File: src/rtl/ula_pkg.sv
// ula_pkg: shared types for the MIPS ALU.
// Opcode encoding and the status-flag bundle.
package ula_pkg;

    typedef enum logic [2:0] {
        OP_AND = 3'b000,
        OP_OR  = 3'b001,
        OP_ADD = 3'b010,
        OP_XOR = 3'b011,
        OP_NOR = 3'b100,
        OP_SLL = 3'b101,
        OP_SUB = 3'b110,
        OP_SLT = 3'b111
    } op_t;

    typedef struct packed {
        logic zero;
        logic carry;
        logic overflow;
        logic negative;
    } flags_t;

    localparam flags_t FLAGS_RESET = '{
        zero: 1'b1,
        carry: 1'b0,
        overflow: 1'b0,
        negative: 1'b0
    };

endpackage

File: src/rtl/ula_addsub.sv
// ula_addsub: shared adder/subtractor for ADD, SUB and SLT.
// Subtraction is A + ~B + 1, so carry=1 means no borrow.
module ula_addsub #(
    parameter int WIDTH = 16
) (
    input  logic [WIDTH-1:0] a,
    input  logic [WIDTH-1:0] b,
    input  logic             sub,
    output logic [WIDTH-1:0] sum,
    output logic             carry,
    output logic             overflow
);

    logic [WIDTH-1:0] b_eff;
    logic [WIDTH:0]   full;

    assign b_eff = sub ? ~b : b;
    assign full  = {1'b0, a} + {1'b0, b_eff}
                 + {{WIDTH{1'b0}}, sub};
    assign sum   = full[WIDTH-1:0];
    assign carry = full[WIDTH];

    // Operands agree in sign (after inversion) but the sum does not.
    assign overflow = (a[WIDTH-1] == b_eff[WIDTH-1])
                    && (sum[WIDTH-1] != a[WIDTH-1]);

endmodule

File: src/rtl/ula_unit.sv
// ula_unit: registered 3-bit-opcode MIPS ALU.
// One-cycle latency, one operation accepted per cycle.
module ula_unit
    import ula_pkg::*;
#(
    parameter int WIDTH   = 16,
    parameter int SHAMT_W = 4
) (
    input  logic             clk,
    input  logic             rst,
    input  logic [WIDTH-1:0] entrada1,
    input  logic [WIDTH-1:0] regA,
    input  logic [2:0]       op_select,
    input  logic             in_valid,
    output logic [WIDTH-1:0] saida_ula,
    output logic             out_valid,
    output logic             zero,
    output logic             carry,
    output logic             overflow,
    output logic             negative
);

    op_t              op;
    logic             as_sub;
    logic [WIDTH-1:0] as_sum;
    logic             as_carry;
    logic             as_ovf;
    logic [WIDTH-1:0] res_d;
    flags_t           flags_d;
    logic [WIDTH-1:0] res_q;
    flags_t           flags_q;
    logic             valid_q;

    assign op     = op_t'(op_select);
    assign as_sub = (op == OP_SUB) || (op == OP_SLT);

    ula_addsub #(
        .WIDTH(WIDTH)
    ) u_addsub (
        .a        (entrada1),
        .b        (regA),
        .sub      (as_sub),
        .sum      (as_sum),
        .carry    (as_carry),
        .overflow (as_ovf)
    );

    // Select the result and arithmetic flags for the current opcode.
    always_comb begin
        res_d            = '0;
        flags_d.carry    = 1'b0;
        flags_d.overflow = 1'b0;
        case (op)
            OP_AND: res_d = entrada1 & regA;
            OP_OR:  res_d = entrada1 | regA;
            OP_XOR: res_d = entrada1 ^ regA;
            OP_NOR: res_d = ~(entrada1 | regA);
            OP_SLL: res_d = entrada1 << regA[SHAMT_W-1:0];
            OP_ADD, OP_SUB: begin
                res_d            = as_sum;
                flags_d.carry    = as_carry;
                flags_d.overflow = as_ovf;
            end
            OP_SLT: begin
                res_d = {{(WIDTH-1){1'b0}},
                         as_sum[WIDTH-1] ^ as_ovf};
            end
            default: res_d = '0;
        endcase
        flags_d.zero     = (res_d == '0);
        flags_d.negative = res_d[WIDTH-1];
    end

    // Capture on valid, hold otherwise; reset wins over in_valid.
    always_ff @(posedge clk) begin
        if (rst) begin
            res_q   <= '0;
            flags_q <= FLAGS_RESET;
            valid_q <= 1'b0;
        end else begin
            valid_q <= in_valid;
            if (in_valid) begin
                res_q   <= res_d;
                flags_q <= flags_d;
            end
        end
    end

    assign saida_ula = res_q;
    assign out_valid = valid_q;
    assign zero      = flags_q.zero;
    assign carry     = flags_q.carry;
    assign overflow  = flags_q.overflow;
    assign negative  = flags_q.negative;

endmodule

File: config.mk
export PLATFORM = sky130hd
export DESIGN_NAME = ula_unit
export DESIGN_NICKNAME = d
export VERILOG_FILES = /design/src/rtl/ula_pkg.sv /design/src/rtl/ula_addsub.sv /design/src/rtl/ula_unit.sv
export SDC_FILE = /design/constraint.sdc
export NUM_CORES = 1
export LEC_CHECK = 0
export ABC_AREA = 1
export BUFFER_PORTS_ARGS = -buffer_cell sky130_fd_sc_hd__buf_2
export CAP_MARGIN = 40
export CORE_MARGIN = 8
export CORE_UTILIZATION = 59
export DETAILED_ROUTE_END_ITERATION = 6
export PLACE_DENSITY = 0.83
export SLEW_MARGIN = 20
export SYNTH_ARGS = -nofsm -noshare
export SYNTH_HDL_FRONTEND = slang
export SYNTH_SLANG_ARGS = --single-unit
File: constraint.sdc
create_clock -name clk -period 3.5 [get_ports clk]
set_clock_uncertainty 0.05 [all_clocks]
set_input_delay 0.7 -clock clk [delete_from_list [all_inputs] [get_ports clk]]
set_output_delay 0.7 -clock clk [all_outputs]
set_load 0.005 [all_outputs]
After elaboration in Yosys (flattened, before gate mapping)
Cells that the tools add are included.

cells by class
  eq/ne operators = 9
  shift operators = 1
  reduce and logical (&&, ||, !) cells = 5
  add/sub/neg operators = 2
  bitwise gates (word level) = 6
  multiplexer cells = 3

operator list
  operator                                        count
  case mux 16 bit (7 select lines)                1
  NOT 16 bit                                      2
  adder 16 x 16 -> 17 bit                         1
  adder 17 x 1 -> 17 bit                          1
  AND 16 bit                                      1
  logical NOT 16 bit                              1
  2-to-1 mux 16 bit                               1
  bitwise OR 16 bit                               1
  << shifter 16 x 4 -> 16 bit                     1
  XOR 16 bit                                      1
  == test 3 bit (second input constant)           4
  == test 3 x 2 -> 1 bit (second input constant)  2
  == test 3 x 1 -> 1 bit (second input constant)  1
  logical NOT 3 bit                               1
  2-to-1 mux 2 bit                                1
  OR reduction 2 bit                              1
  == test 1 bit                                   1
  logical AND 1 bit                               1
  logical OR 1 bit                                1
  != test 1 bit                                   1
  XOR 1 bit                                       1

storage, ports and cells
  output and inout port bits = 21
  logic and storage cells = 32
  bits of input ports = 38
  register bits after elaboration = 21

Longest topological paths before layout
  depth after elaboration = 10
  depth in mapped cells = 20
  gate-level depth less buffers = 19

By module
Synthesis repeated with hierarchy kept, for this count alone.

second synthesis, totals
  cell total of the unflattened synthesis = 663
  area total of the unflattened synthesis = 3851.2 sq um

by module, submodules not included
  module      area an instance (sq um)  sequential area each (sq um)  instances  cells each
  ula_unit    2766.4                    400.4                         1          490
  ula_addsub  1084.8                    0.0                           1          173

Worst setup path before layout
Ideal clock, no wire load.

  path type = input to register
  start = input op_select[2]
  end = register flags_q (netlist bit zero)
  arrival = 2.701 ns
  buffers on the path = 1
  cell stages on the path = 16
  setup time = 0.115 ns
  setup slack = 0.634 ns
  required time = 3.335 ns
  cell sequence = nand2_4 > buf_1 > xor2_1 > ha_1 > a21oi_1 > nor2_1 > o21ai_0 > nand3_1 > nand2_1 > nand3_1 > nand2_1 > nand2_1 > nand2_1 > nor2_1 > nand4_1 > nand2_1

on the way
  cells in the longest elaborated chain, start to end = 10
  elaborated cells on any way between the ends = 19
  classes of those cells = 2 x add/sub; 9 x eq/ne; 2 x mux; 1 x bitwise; 5 x reduce/logical

ends and longest elaborated chain
  item                                  RTL line                        RTL
  start, declared                       ula_unit.sv:13                  input logic [2:0] op_select,
  == test 3 bit                         ula_unit.sv:35, ula_unit.sv:53
  logical OR 1 bit                      ula_unit.sv:35                  assign as_sub = (op == OP_SUB) || (op == OP_SLT);
  2-to-1 mux 16 bit                     ula_addsub.sv:17                assign b_eff = sub ? ~b : b;
  adder 16 x 16 -> 17 bit               ula_addsub.sv:18                assign full = {1'b0, a} + {1'b0, b_eff}
  adder 17 x 1 -> 17 bit                ula_addsub.sv:19                + {{WIDTH{1'b0}}, sub};
  != test 1 bit                         ula_addsub.sv:25                && (sum[WIDTH-1] != a[WIDTH-1]);
  logical AND 1 bit                     ula_addsub.sv:25
  XOR 1 bit                             ula_unit.sv:66                  as_sum[WIDTH-1] ^ as_ovf};
  case mux 16 bit (7 select lines) (*)  ula_unit.sv:53                  case (op)
  logical NOT 16 bit (*)                ula_unit.sv:70                  flags_d.zero = (res_d == '0);
  end signal, assigned                  ula_unit.sv:84                  flags_q <= flags_d;
  end, declared                         ula_unit.sv:31                  flags_t flags_q;

Every way passes the cells marked *; elsewhere a longest branch is shown, timed or not.
A chain may end at the register's enable or synchronous reset.

Final worst setup path
Ends and elaborated chain as after synthesis.

==> key figures <==
Run status
  – Result of the run: completed

Detailed routing
  – Number of DRC violations after detailed routing: 0
  – Via count: 4410
  – Iteration count of the initial detailed-routing pass: 5
  – Wire length per cell: 17.3 um
  – Wirelength, routed: 12800 um
  – Detail-routed via count per cell: 5.99
  – Initial detailed-routing violation count: 446
  – Post-route antenna net violation count: 0

Power
  – Total leakage power: 2.20 nW
  – Int Power: 600 uW
  – Total power of the final layout: 1.07 mW
  – Total power per unit cell area: 268 nW/um^2
  – Clock network power share: 21.8%
  – Sequential group share of total power: 23.6%
  – NetSw: 470 uW
  – Peak ir drop on the vdd network: 245 uV
  – Comb pwr share: 54.6%
  – Sw frac: 43.9%

Clocking
  – CTS Sinks: 20
  – Clock buffer count from CTS: 3
  – Clock tree root buffer cell: sky130_fd_sc_hd__clkbuf_8
  – Clock-pin slew on the worst setup and hold paths: 80 ps
  – Clock network latency to the later pin of the worst-skew pair: 260 ps
  – Clock tree from TritonCTS: yes
  – Bufs on Longest Clock Path: 2
  – Cts hold-fix bufs: 0
  – Number of buffers inserted by post-CTS setup repair: 0
  – Post-CTS sizing: 0
  – H-tree lvl count: 1

STA
  – Setup slack after layout: 377 ps
  – RSZ-0062 raised after global routing: false
  – Final setup violation count: 0
  – Slew Limit Fails: 0
  – Worst slew margin relative to its limit: 45.6%
  – Highest clock frequency the design can meet: 320 MHz
  – Final period util: 89.2%
  – Hold violation total from the final report: 0
  – Post-layout minimum cycle time: 3120 ps
  – Final total negative setup slack: 0 ps
  – Worst Tran Pin Value: 815 ps

Run
  – Max-cap violations: 0

Place
  – Routability-driven placement congestion ratio: 1.03
  – Half-perimeter wire length after detailed placement: 10300 um
  – Setup WS pre-CTS: 196 ps
  – Number of placed cells counting well taps: 732
  – IO Port Bufs: 58

GRT
  – Total routing resource utilization after global routing: 28.2%
  – Vias in the first global route: 4001
  – Pin count of the biggest net entering global routing: 35
  – Wire length of the first global-routing pass: 19800 um
  – Total grt overflow: 0
  – Number of antenna violations at the first check in global routing: 0

Yosys
  – Synthesized area per cell: 5.87 um^2
  – Post-synthesis async set-or-reset flop share: 0%
  – YS warnings: 0
  – Number of flip-flops and latches in the synthesized netlist: 20
  – Synthesized net count: 702
  – Main combinational cell family by area after synthesis: simple AND/OR/NAND/NOR gates
  – Mux share of post-synthesis cell area: 0.278%
  – Count of different cell masters after synthesis: 38
  – Top cells by area in the synthesized netlist: sky130_fd_sc_hd__nand2_1 18%, sky130_fd_sc_hd__ha_1 17%, sky130_fd_sc_hd__dfxtp_1 11%
  – Main synth FF type: sky130_fd_sc_hd__dfxtp_1
  – Area fraction of the dominant cell type after synthesis: 18.5%
  – Synthesized netlist cell count: 613
  – Cell accounting for the most synthesized area: sky130_fd_sc_hd__nand2_1
  – Share of the synthesized netlist area taken by xor and xnor gates: 3.65%
  – EDFF count, synth: 0
  – Post-synthesis compound-gate area fraction: 17.7%
  – Sequential cell area fraction in the yosys report: 11.1%
  – Post-Synth Simple-Gate Area: 39.1%
  – Arithmetic-cell share of the synthesized area counting full adders, half adders and majority gates: 17.9%
  – Post-synthesis instance area: 3600 um^2

Worst setup path
  – Startpoint type of the worst setup path: input pin
  – WS Path Type: input pin to flop
  – Max Fanout on Critical Path: 17
  – Cell with the most instances on the worst path: sky130_fd_sc_hd__nand2_1
  – Data required time at the worst endpoint: 3660 ps
  – Crit path capture type: flop
  – WP data arrival: 3280 ps
  – Register-to-register setup slack: 2760 ps
  – Standard cell with the maximum stage delay on the critical path: sky130_fd_sc_hd__o21ai_0
  – Slowest Stage Delay on Critical Path: 380 ps
  – Worst path cell trace: buf_2 -> nand2_4 -> xor2_1 -> ha_1 -> nand2_1 -> inv_1 -> a21oi_1 -> nand2_1 -> o21ai_0 -> nand2_1 -> nand2_1 -> nand4_1 -> nor2_1 -> nand4_1 -> nand2_1

Layout
  – Share of cells above drive strength 1: 15.4%
  – P&R area growth vs syn: 10.8%
  – Total Nets Final: 751
  – Area of combinational cells with multiple inputs: 2830 um^2
  – Antenna diode instance count: 0
  – Finished Layout Cells: 736
  – Register cell area after layout: 400 um^2
  – Fill cells: 572

Floorplanning
  – Effective utilization at floorplan: 60.8%
  – Placeable core region: 5920 um^2
  – Cell row count: 28
  – Die footprint: 8860 um^2
  – Die Wd: 94.1 um
  – I/O Pins: 59
  – Die Y-Extent: 94.1 um

Worst hold path
  – Min-delay worst type: flop to flop
==> metal layers <==
metal	vias up	GRT usage (%)	share of wire, %
met5	-	0	0
met4	0	13.6	3.9
met3	37	2.72	9.5
met2	274	46.4	46
met1	1991	36.0	41
li1	2108	-	-
==> Yosys cell counts (2+ instances only) <==
master / instances
sky130_fd_sc_hd__inv_2: 3
sky130_fd_sc_hd__and2_1: 2
sky130_fd_sc_hd__clkbuf_1: 5
sky130_fd_sc_hd__a21oi_1: 44
sky130_fd_sc_hd__a211oi_1: 6
sky130_fd_sc_hd__buf_2: 8
sky130_fd_sc_hd__inv_1: 68
sky130_fd_sc_hd__xor2_1: 15
sky130_fd_sc_hd__nand3_1: 55
sky130_fd_sc_hd__or2_2: 18
sky130_fd_sc_hd__nor2_1: 41
sky130_fd_sc_hd__o21ai_0: 46
sky130_fd_sc_hd__ha_1: 50
sky130_fd_sc_hd__nor3_1: 3
sky130_fd_sc_hd__o21bai_1: 2
sky130_fd_sc_hd__nor2_2: 2
sky130_fd_sc_hd__buf_4: 3
sky130_fd_sc_hd__a22o_1: 2
sky130_fd_sc_hd__nand3b_1: 5
sky130_fd_sc_hd__dfxtp_1: 20
sky130_fd_sc_hd__nand2_1: 177
sky130_fd_sc_hd__nand4_1: 6
sky130_fd_sc_hd__nand2_2: 9
sky130_fd_sc_hd__o21ai_1: 3
sky130_fd_sc_hd__o211ai_1: 6
sky130_fd_sc_hd__nand3_2: 2
==> area by class of cell <==
class                   count  area share, %
multi-input cells         503           71.0
clock inverters             1          0.753
flip-flops and latches     20           10.0
well taps                  75           2.35
repair buffers             62           8.03
clock buffers               3           1.03
inverters                  72           6.77
==> power groups by stage <==
stage / logic [mW] / registers (mW) / clock network [mW]
2_1_floorplan: 0.389 / 0.260 / 0
3_3_place_gp: 0.553 / 0.257 / 0
3_5_place_dp: 0.565 / 0.258 / 0
4_1_cts: 0.569 / 0.252 / 0.232
5_1_grt: 0.648 / 0.255 / 0.245
6_report: 0.585 / 0.252 / 0.233
==> cells in the final DEF, fill, tap and decap left out, types with 2 or more instances in the layout <==
master / n
sky130_fd_sc_hd__buf_2: 58
sky130_fd_sc_hd__nor2_2: 2
sky130_fd_sc_hd__a211oi_1: 6
sky130_fd_sc_hd__nand2_2: 9
sky130_fd_sc_hd__or2_2: 18
sky130_fd_sc_hd__xor2_1: 15
sky130_fd_sc_hd__o21ai_1: 3
sky130_fd_sc_hd__o211ai_1: 6
sky130_fd_sc_hd__dfxtp_1: 20
sky130_fd_sc_hd__nand2_1: 177
sky130_fd_sc_hd__inv_2: 3
sky130_fd_sc_hd__nand3_2: 2
sky130_fd_sc_hd__buf_4: 4
sky130_fd_sc_hd__nand4_1: 6
sky130_fd_sc_hd__ha_1: 50
sky130_fd_sc_hd__clkbuf_8: 3
sky130_fd_sc_hd__inv_1: 68
sky130_fd_sc_hd__nand3b_1: 5
sky130_fd_sc_hd__nor2_1: 41
sky130_fd_sc_hd__a21oi_1: 44
sky130_fd_sc_hd__and2_1: 2
sky130_fd_sc_hd__o21ai_0: 46
sky130_fd_sc_hd__nand3_1: 55
sky130_fd_sc_hd__o21bai_1: 2
sky130_fd_sc_hd__a22o_1: 2
sky130_fd_sc_hd__nor3_1: 3
==> worst paths after layout <==
path,startpoint,cells after the start,end
max,op_select[2],15,zero
min reg2reg,carry,2,carry
max reg2reg,saida_ula[6],2,saida_ula[6]
min,carry,2,carry
==> worst max-delay path, delay by kind of cell <==
family                   cells  cell delay, ps
AO/OA/AOI/OAI                2             520
XOR/XNOR                     1             220
adder cells (fa/ha/maj)      1             360
buffers and inverters        2             270
AND/OR/NAND/NOR              9            1200
==> stage by stage <==
step	utilization (%)	instance area (um^2)	hold slack, ps
after detailed placement	66.2	3920	406
final	67.4	3990	422
after global routing	67.4	3990	453
after floorplan	-	3600	405
after global placement	66.2	3920	403
after CTS	67.4	3990	419
==> sequential cells by signal, indices dropped and copies added, names as in the netlist <==
signal     cells
out_valid      1
zero           1
overflow       1
carry          1
saida_ula     16
==> logic make-up (layout without fill, tap and decap cells) <==
logic type	Yosys count	after routing
adder cells (fa/ha/maj)	51	51
XOR/XNOR	15	15
AND/OR/NAND/NOR	321	321
AO/OA/AOI/OAI	115	115
flip-flops	20	20
multiplexers	1	1
buffers and inverters	90	138
Note: power is estimated with default switching activity, not from simulation.
